===== src/rtl/less_than_pkg.sv =====
// Shared alu constants and flag types for the signed less-than comparator.
package less_than_pkg;

    localparam int WIDTH_DEFAULT = 32;
    localparam int WIDTH_MIN     = 2;
    localparam int WIDTH_MAX     = 64;

    typedef struct packed {
        logic n;
        logic v;
        logic z;
    } flags_t;

    // Signed a < b from the flags of a - b; the wrapped sign alone is wrong on overflow.
    function automatic logic signed_lt(input flags_t f);
        return f.n ^ f.v;
    endfunction

endpackage


===== src/rtl/less_than_sub_flags.sv =====
// Ripple-carry subtractor (a + ~b + 1) built from full-adder cells, with N/V/Z flags.
module fa_cell (
    input  logic x,
    input  logic y,
    input  logic ci,
    output logic s,
    output logic co
);
    assign s  = x ^ y ^ ci;
    assign co = (x & y) | (ci & (x ^ y));
endmodule

module sub_flags
    import less_than_pkg::*;
#(
    parameter int WIDTH = WIDTH_DEFAULT
) (
    input  logic [WIDTH-1:0] a,
    input  logic [WIDTH-1:0] b,
    output logic [WIDTH-1:0] diff,
    output logic             n,
    output logic             v,
    output logic             z
);
    logic [WIDTH:0] carry;

    assign carry[0] = 1'b1;

    for (genvar i = 0; i < WIDTH; i++) begin : g_bit
        fa_cell u_fa (
            .x  (a[i]),
            .y  (~b[i]),
            .ci (carry[i]),
            .s  (diff[i]),
            .co (carry[i+1])
        );
    end

    // Overflow when carry into and out of the sign bit disagree.
    assign n = diff[WIDTH-1];
    assign v = carry[WIDTH] ^ carry[WIDTH-1];
    assign z = ~|diff;

endmodule


===== src/rtl/less_than.sv =====
// Signed comparator: combinational a < b on eq (historical name) plus a registered result path.
module less_than
    import less_than_pkg::*;
#(
    parameter int WIDTH = WIDTH_DEFAULT
) (
    input  logic             clk,
    input  logic             rst_n,
    input  logic [WIDTH-1:0] a,
    input  logic [WIDTH-1:0] b,
    input  logic             in_valid,
    output logic             eq,
    output logic             lt_q,
    output logic             same_q,
    output logic             out_valid
);
    flags_t           flags;
    logic [WIDTH-1:0] diff;
    logic             unused_diff;

    sub_flags #(.WIDTH(WIDTH)) u_sub_flags (
        .a    (a),
        .b    (b),
        .diff (diff),
        .n    (flags.n),
        .v    (flags.v),
        .z    (flags.z)
    );

    // Only the flags are consumed here; the difference itself is not needed.
    assign unused_diff = ^diff;

    assign eq = signed_lt(flags);

    always_ff @(posedge clk or negedge rst_n) begin
        if (!rst_n) begin
            lt_q      <= 1'b0;
            same_q    <= 1'b0;
            out_valid <= 1'b0;
        end else begin
            out_valid <= in_valid;
            if (in_valid) begin
                lt_q   <= eq;
                same_q <= flags.z;
            end
        end
    end

endmodule


===== config.mk =====
export PLATFORM = sky130hd
export DESIGN_NAME = less_than
export DESIGN_NICKNAME = d
export VERILOG_FILES = /design/src/rtl/less_than_pkg.sv /design/src/rtl/less_than_sub_flags.sv /design/src/rtl/less_than.sv
export SDC_FILE = /design/constraint.sdc
export NUM_CORES = 1
export LEC_CHECK = 0
export ABC_AREA = 0
export CORE_AREA = 2 2 56 58
export DETAILED_ROUTE_END_ITERATION = 7
export DIE_AREA = 0 0 58 60
export PLACE_DENSITY = 0.86
export SYNTH_ARGS = -nofsm -noshare
export SYNTH_HDL_FRONTEND = slang
export SYNTH_HIERARCHICAL = 1
export SYNTH_SLANG_ARGS = --single-unit

===== constraint.sdc =====
create_clock -name clk -period 36.1 [get_ports clk]
set_input_delay 10.83 -clock clk [delete_from_list [all_inputs] [get_ports clk]]
set_output_delay 10.83 -clock clk [all_outputs]
set_load 0.02 [all_outputs]

==> After elaboration in Yosys (flattened, before gate mapping) <==
Cells that the tools add are included.
Widths: inputs -> output; s select.
{ "totals": {"regBits": 3, "elab_cells": 198} }
{ "op_classes": {"bitwise_logic": 193, "n_reduce_logical": 2} }
{ "ops": {"columns": ["operator", "n"], "rows": [
  ["$xor 1x1->1", 65],
  ["$and 1x1->1", 63],
  ["$not 1->1", 33],
  ["$or 1x1->1", 32],
  ["$reduce_or 32->1", 1],
  ["$logic_not 1->1", 1]
]} }

==> Logic depth before layout (Yosys ltp) <==
Gate-level depths: netlist (run 1).
{ "logic_depth": {"word_depth": 67, "ltp_mapped": 37, "ltp_nobuf": 37} }

==> Cells and area by module <==
The synthesis (run 1) kept the hierarchy.
{ "modules_own_cells": {"columns": ["mod", "area_per_inst_um2", "cells_per_inst", "seq_area_each_um2", "instances"], "rows": [
  ["fa_cell", 20.0, 1, 0.0, 32],
  ["sub_flags", 212.7, 46, 0.0, 1],
  ["less_than", 110.1, 6, 75.1, 1]
]} }

==> Least setup slack after synthesis (run 1) <==
Ideal clock, no wire load.
{ "synth_path": {"path_kind": "input to output", "start": "input port b[0]", "end": "output port eq", "arrival_ns": 23.672, "path_buffers": 0, "slack_ns": 1.598, "cell_stages": 35, "required_ns": 25.270, "path_cell_list": "inv_1 > fa_1 > fa_1 > fa_1 > fa_1 > fa_1 > fa_1 > fa_1 > fa_1 > fa_1 > fa_1 > fa_1 > fa_1 > fa_1 > fa_1 > fa_1 > fa_1 > fa_1 > fa_1 > fa_1 > fa_1 > fa_1 > fa_1 > fa_1 > fa_1 > fa_1 > fa_1 > fa_1 > fa_1 > fa_1 > fa_1 > fa_1 > fa_1 > xor2_1 > xor2_1"} }
{ "synth_lines": {"columns": ["item", "line", "text"], "rows": [
  ["from (decl)", "less_than.sv:10", "input logic [WIDTH-1:0] b,"],
  ["to (decl)", "less_than.sv:12", "output logic eq,"]
]} }

==> results.sh, run 1 <==
export IMPL_groute_usage_overall_pct=18.3
export IMPL_power_total_mw=0.0343
export IMPL_min_period_ps=35670
export IMPL_insertion_delay_ps=240
export IMPL_cp_start_kind="input port"
export IMPL_worst_ep_arrival_time_ps=24840
export IMPL_die_height_um=60
export IMPL_worstPathRequired_ps=25270
export IMPL_site_rows=20
export IMPL_dieArea_mm2=0.00348
export IMPL_hpwlAfterDp_mm=2.66
export IMPL_worstSetupStartpoint="b[0]"
export IMPL_cts_htree_levels=1
export IMPL_hold_path_startpoint="same_q"
export IMPL_dr_pass1_iters=2
export IMPL_cp_end_kind="output port"
export IMPL_maxSlewViolCount=0
export IMPL_route_detailed_wl_per_inst_um=14.7
export IMPL_power_leakage_nw=0.769
export IMPL_synth_fp_nets=182
export IMPL_outcome="finished clean"
export IMPL_cts_resized=0
export IMPL_post_route_period_util_pct=98.8
export IMPL_syn_mean_instance_area_um2=11.5
export IMPL_grt_start_max_net_pins=4
export IMPL_finalSetupViolations=0
export IMPL_cts_buffer_depth=2
export IMPL_nFillCells=263
export IMPL_crit_family="adder cells"
export IMPL_vias=867
export IMPL_grt_pass1_wl_mm=4.55
export IMPL_r2r_start="lt_q"
export IMPL_via_density=4.56
export IMPL_cts_tree="built"
export IMPL_achievable_frequency_mhz=28.0
export IMPL_cp_slowest_cell="sky130_fd_sc_hd__clkdlybuf4s50_1"
export IMPL_grt_ovfl_total=0
export IMPL_worst_ir_drop_on_vdd_mv=0.0223
export IMPL_routed_wirelength_mm=2.79
export IMPL_antenna_cells=0
export IMPL_setup_worst_path_class="input port to output port"
export IMPL_vias_in_the_first_global_route=1129
export IMPL_initialDrtViolationCount=6
export IMPL_worst_path_max_fanout=2
export IMPL_finalHoldViolCount=0
export IMPL_post_detailed_route_count_of_antenna_violating_nets=0
export IMPL_drc=0
export IMPL_tns_setup_ps=0
export IMPL_initial_core_util_pct=32.9
export IMPL_worstHoldPathType="register to register"
export IMPL_yosys_warnings=6
export IMPL_syn_area_um2=956
export IMPL_final_layout_size_suffix_gt1_share_pct=3.82
export IMPL_gp_routability_congestion=0.845
export IMPL_worst_path_largest_cell_delay_ps=450
export IMPL_area_growth_pct=80.6
export IMPL_ctsRootBufferMaster="sky130_fd_sc_hd__clkbuf_4"
export IMPL_timing_max_cap_violations=0
export IMPL_postCtsHoldBufs=0
export IMPL_grt_antenna_before_repair=0
export IMPL_netlist_instances=83
export IMPL_clk_pin_slew_worst_paths_ps=30
export IMPL_core_mm2=0.00290
export IMPL_die_width_um=58
export IMPL_postCtsSetupBuffers=0
export IMPL_place_port_buffers=70
export IMPL_design_portCount=71
export IMPL_worst_clock_skew_ps=0
export IMPL_cp_num_buf_inv=3
export IMPL_finalNetCount=257
export IMPL_tritoncts_num_buffers=3
export IMPL_cp_common_cell="sky130_fd_sc_hd__fa_1"
export IMPL_grt_setup_unrepaired="no"
export IMPL_power_per_cell_area_mw_per_mm2=19.8
export IMPL_cts_sinks=3
## power breakdown
group | switching, mW | total [mW] | internal [mW]
Combinational | 0.00990 | 0.0240 | 0.0141
Sequential | 0.000296 | 0.00425 | 0.00395
Clock | 0.00185 | 0.00600 | 0.00415
Total | 0.0120 | 0.0343 | 0.0222
## layout by cell type (no fill, tap or decap), drive strengths merged
cell,instances
clkdlybuf4s50,69
inv,32
fa,32
nor4,8
clkbuf,4
dfrtp,3
xor2,2
nand4,2
mux2,2
dlymetal6s2s,1
nor2,1
conb,1
## path summary, 6_finish.rpt
path	endpoint	slack (ps)	cells past startpoint
min reg2reg	same_q	500	1
max reg2reg	lt_q	35350	1
min in group asynchronous	out_valid	10770	1
max	eq	430	37
max in group asynchronous	same_q	25180	1
min	same_q	500	1
## flip-flops by register name, summed over array words and instances (netlist names)
signal and cells:
out_valid 1, lt_q 1, same_q 1
## layout make-up
class                   count  area, um2  area share (%)
clock buffers               4       26.3            1.52
inverters                  32        120            6.96
well taps                  33       41.3            2.39
repair buffers             70        703            40.7
multi-input cells          48        761            44.1
flip-flops and latches      3       75.1            4.35
## layer usage
| metal | part of all wire [%] | routed length [um] | vias up | track usage (%) |
|---|---|---|---|---|
| met4 | 3.2 | 89 | 0 | 8.97 |
| met2 | 60 | 1670 | 58 | 38.6 |
| met3 | 8.6 | 239 | 8 | 4.33 |
| met5 | 0 | 0 | - | 0 |
| li1 | - | - | 385 | - |
| met1 | 28 | 793 | 416 | 15.2 |
## through the flow
| stage | area [um2] | hold WS (ps) | util [%] | worst slack, ps | instances |
|---|---|---|---|---|---|
| finish | 1730 | 505 | 59.5 | 431 | 190 |
| global route | 1730 | 542 | 59.5 | 54.0 | 190 |
| CTS | 1720 | 512 | 59.4 | 39.0 | 190 |
| detailed placement | 1700 | 505 | 58.5 | 59.8 | 186 |
| global placement | 1700 | 498 | 58.5 | 427 | 186 |
| floorplan | 956 | 636 | - | 1600 | 83 |
Power figures use the tool's default switching activity.
==> run 2, diff against run 1 <==
--- a/config.mk
+++ b/config.mk
@@ -6,10 +6,12 @@
 export NUM_CORES = 1
 export LEC_CHECK = 0
 export ABC_AREA = 0
-export CORE_AREA = 2 2 56 58
+export CELL_PAD_IN_SITES_DETAIL_PLACEMENT = 2
+export CELL_PAD_IN_SITES_GLOBAL_PLACEMENT = 2
+export CORE_AREA = 2 2 75 77
 export DETAILED_ROUTE_END_ITERATION = 7
-export DIE_AREA = 0 0 58 60
-export PLACE_DENSITY = 0.86
+export DIE_AREA = 0 0 77 79
+export PLACE_DENSITY = 0.85
 export SYNTH_ARGS = -nofsm -noshare
 export SYNTH_HDL_FRONTEND = slang
 export SYNTH_HIERARCHICAL = 1
==> results.sh, run 2 (synthesis gave the netlist of run 1 again) <==
export IMPL_achievable_frequency_mhz=28.1
export IMPL_route_met3_wl_um=196
export IMPL_maxSlewViolCount=0
export IMPL_core_mm2=0.00534
export IMPL_cts_sinks=3
export IMPL_routed_wirelength_mm=2.95
export IMPL_die_width_um=77
export IMPL_worst_path_largest_cell_delay_ps=460
export IMPL_site_rows=27
export IMPL_cts_tree="built"
export IMPL_routed_top_layer="met3"
export IMPL_grt_pass1_wl_mm=5.11
export IMPL_cts_htree_levels=1
export IMPL_worst_ir_drop_on_vdd_mv=0.00834
export IMPL_design_portCount=71
export IMPL_worstHoldPathType="register to register"
export IMPL_finalNetCount=257
export IMPL_grt_setup_unrepaired="no"
export IMPL_dieArea_mm2=0.00608
export IMPL_insertion_delay_ps=210
export IMPL_cell_area_placed_mm2=0.00175
export IMPL_vias_in_the_first_global_route=1079
export IMPL_grt_start_max_net_pins=4
export IMPL_initial_core_util_pct=17.9
export IMPL_worst_clock_skew_ps=0
export IMPL_power_leakage_nw=0.777
export IMPL_post_route_period_util_pct=98.5
export IMPL_die_height_um=79
export IMPL_grt_antenna_before_repair=0
export IMPL_cp_start_kind="input port"
export IMPL_worst_path_max_fanout=2
export IMPL_drc=0
export IMPL_antenna_cells=0
export IMPL_vias=871
export IMPL_groute_usage_overall_pct=10.7
export IMPL_worst_ep_arrival_time_ps=24730
export IMPL_postCtsSetupBuffers=0
export IMPL_power_per_cell_area_mw_per_mm2=21.0
export IMPL_postCtsHoldBufs=0
export IMPL_post_detailed_route_count_of_antenna_violating_nets=0
export IMPL_route_detailed_wl_per_inst_um=12.9
export IMPL_cts_resized=0
export IMPL_initialDrtViolationCount=3
export IMPL_cp_common_cell="sky130_fd_sc_hd__fa_1"
export IMPL_finalSetupViolations=0
export IMPL_final_layout_size_suffix_gt1_share_pct=3.82
export IMPL_gp_routability_congestion=0.689
export IMPL_ctsRootBufferMaster="sky130_fd_sc_hd__clkbuf_8"
export IMPL_clk_pin_slew_worst_paths_ps=30
export IMPL_hpwlAfterDp_mm=2.86
export IMPL_design_area_mm2=0.00179
export IMPL_cts_buffer_depth=2
export IMPL_wl_met2_mm=1.59
export IMPL_worstPathRequired_ps=25270
export IMPL_sum_of_routed_wire_segments_on_met1_mm=1.16
export IMPL_min_period_ps=35560
export IMPL_setup_worst_path_class="input port to output port"
export IMPL_outcome="finished clean"
export IMPL_dr_pass1_iters=2
export IMPL_nFillCells=620
export IMPL_cp_end_kind="output port"
export IMPL_timing_max_cap_violations=0
export IMPL_cp_slowest_cell="sky130_fd_sc_hd__clkdlybuf4s50_1"
export IMPL_finalHoldViolCount=0
export IMPL_via_density=3.80
export IMPL_tritoncts_num_buffers=3
export IMPL_most_common_layout_cells="69 x sky130_fd_sc_hd__clkdlybuf4s50_1, 32 x sky130_fd_sc_hd__inv_1, 32 x sky130_fd_sc_hd__fa_1"
export IMPL_final_common_cell="sky130_fd_sc_hd__clkdlybuf4s50_1"
export IMPL_grt_ovfl_total=0
export IMPL_tns_setup_ps=0
export IMPL_top_regs="lt_q (1), out_valid (1), same_q (1)"
export IMPL_place_port_buffers=70
export IMPL_area_growth_pct=87.7
[run 2: cell counts in the layout (fill, tap and decap cells not counted)]
No cell type changed its count.
[run 2: area by class of cell]
cell class              instances  area (um2)  area share [%]
inverters                      32         120            6.69
clock buffers                   4        45.0            2.51
multi-input cells              48         761            42.4
repair buffers                 70         703            39.2
well taps                      72        90.1            5.02
flip-flops and latches          3        75.1            4.18
[run 2: worst paths after layout]
check,from,end,slack [ps],cells past startpoint
max,b[0],eq,540,37
min,same_q,same_q,510,1
max reg2reg,lt_q,lt_q,35350,1
min reg2reg,same_q,same_q,510,1
max in group asynchronous,rst_n,same_q,25160,1
min in group asynchronous,rst_n,out_valid,10800,1
[run 2: metal layers]
metal,vias to the layer above,GRT usage (%)
met5,-,0
met4,0,2.14
met2,51,20.6
met1,436,12.4
met3,0,1.93
li1,384,-
[run 2: through the flow]
stage | worst slack (ps) | cells | hold WS (ps) | power [mW] | util, %
6_report | 536 | 229 | 513 | 0.0377 | 33.6
5_1_grt | 41.7 | 229 | 519 | 0.0420 | 33.6
4_1_cts | 67.4 | 229 | 513 | 0.0388 | 33.6
3_5_place_dp | 75.4 | 225 | 506 | 0.0289 | 32.7
3_3_place_gp | 299 | 225 | 494 | 0.0279 | 32.7
2_1_floorplan | 1600 | 83 | 636 | 0.0154 | -
[run 2: critical path: cells and delay by family]
family	cells	cell delay, ps
buf+inv	3	780
xor+xnor	2	400
fa+ha+maj	32	12710
[run 2: where the power goes]
group          internal [mW]  switching, mW  leakage [nW]
logic                 0.0140        0.00967         0.717
registers            0.00395       0.000303        0.0373
clock network        0.00753        0.00221        0.0228
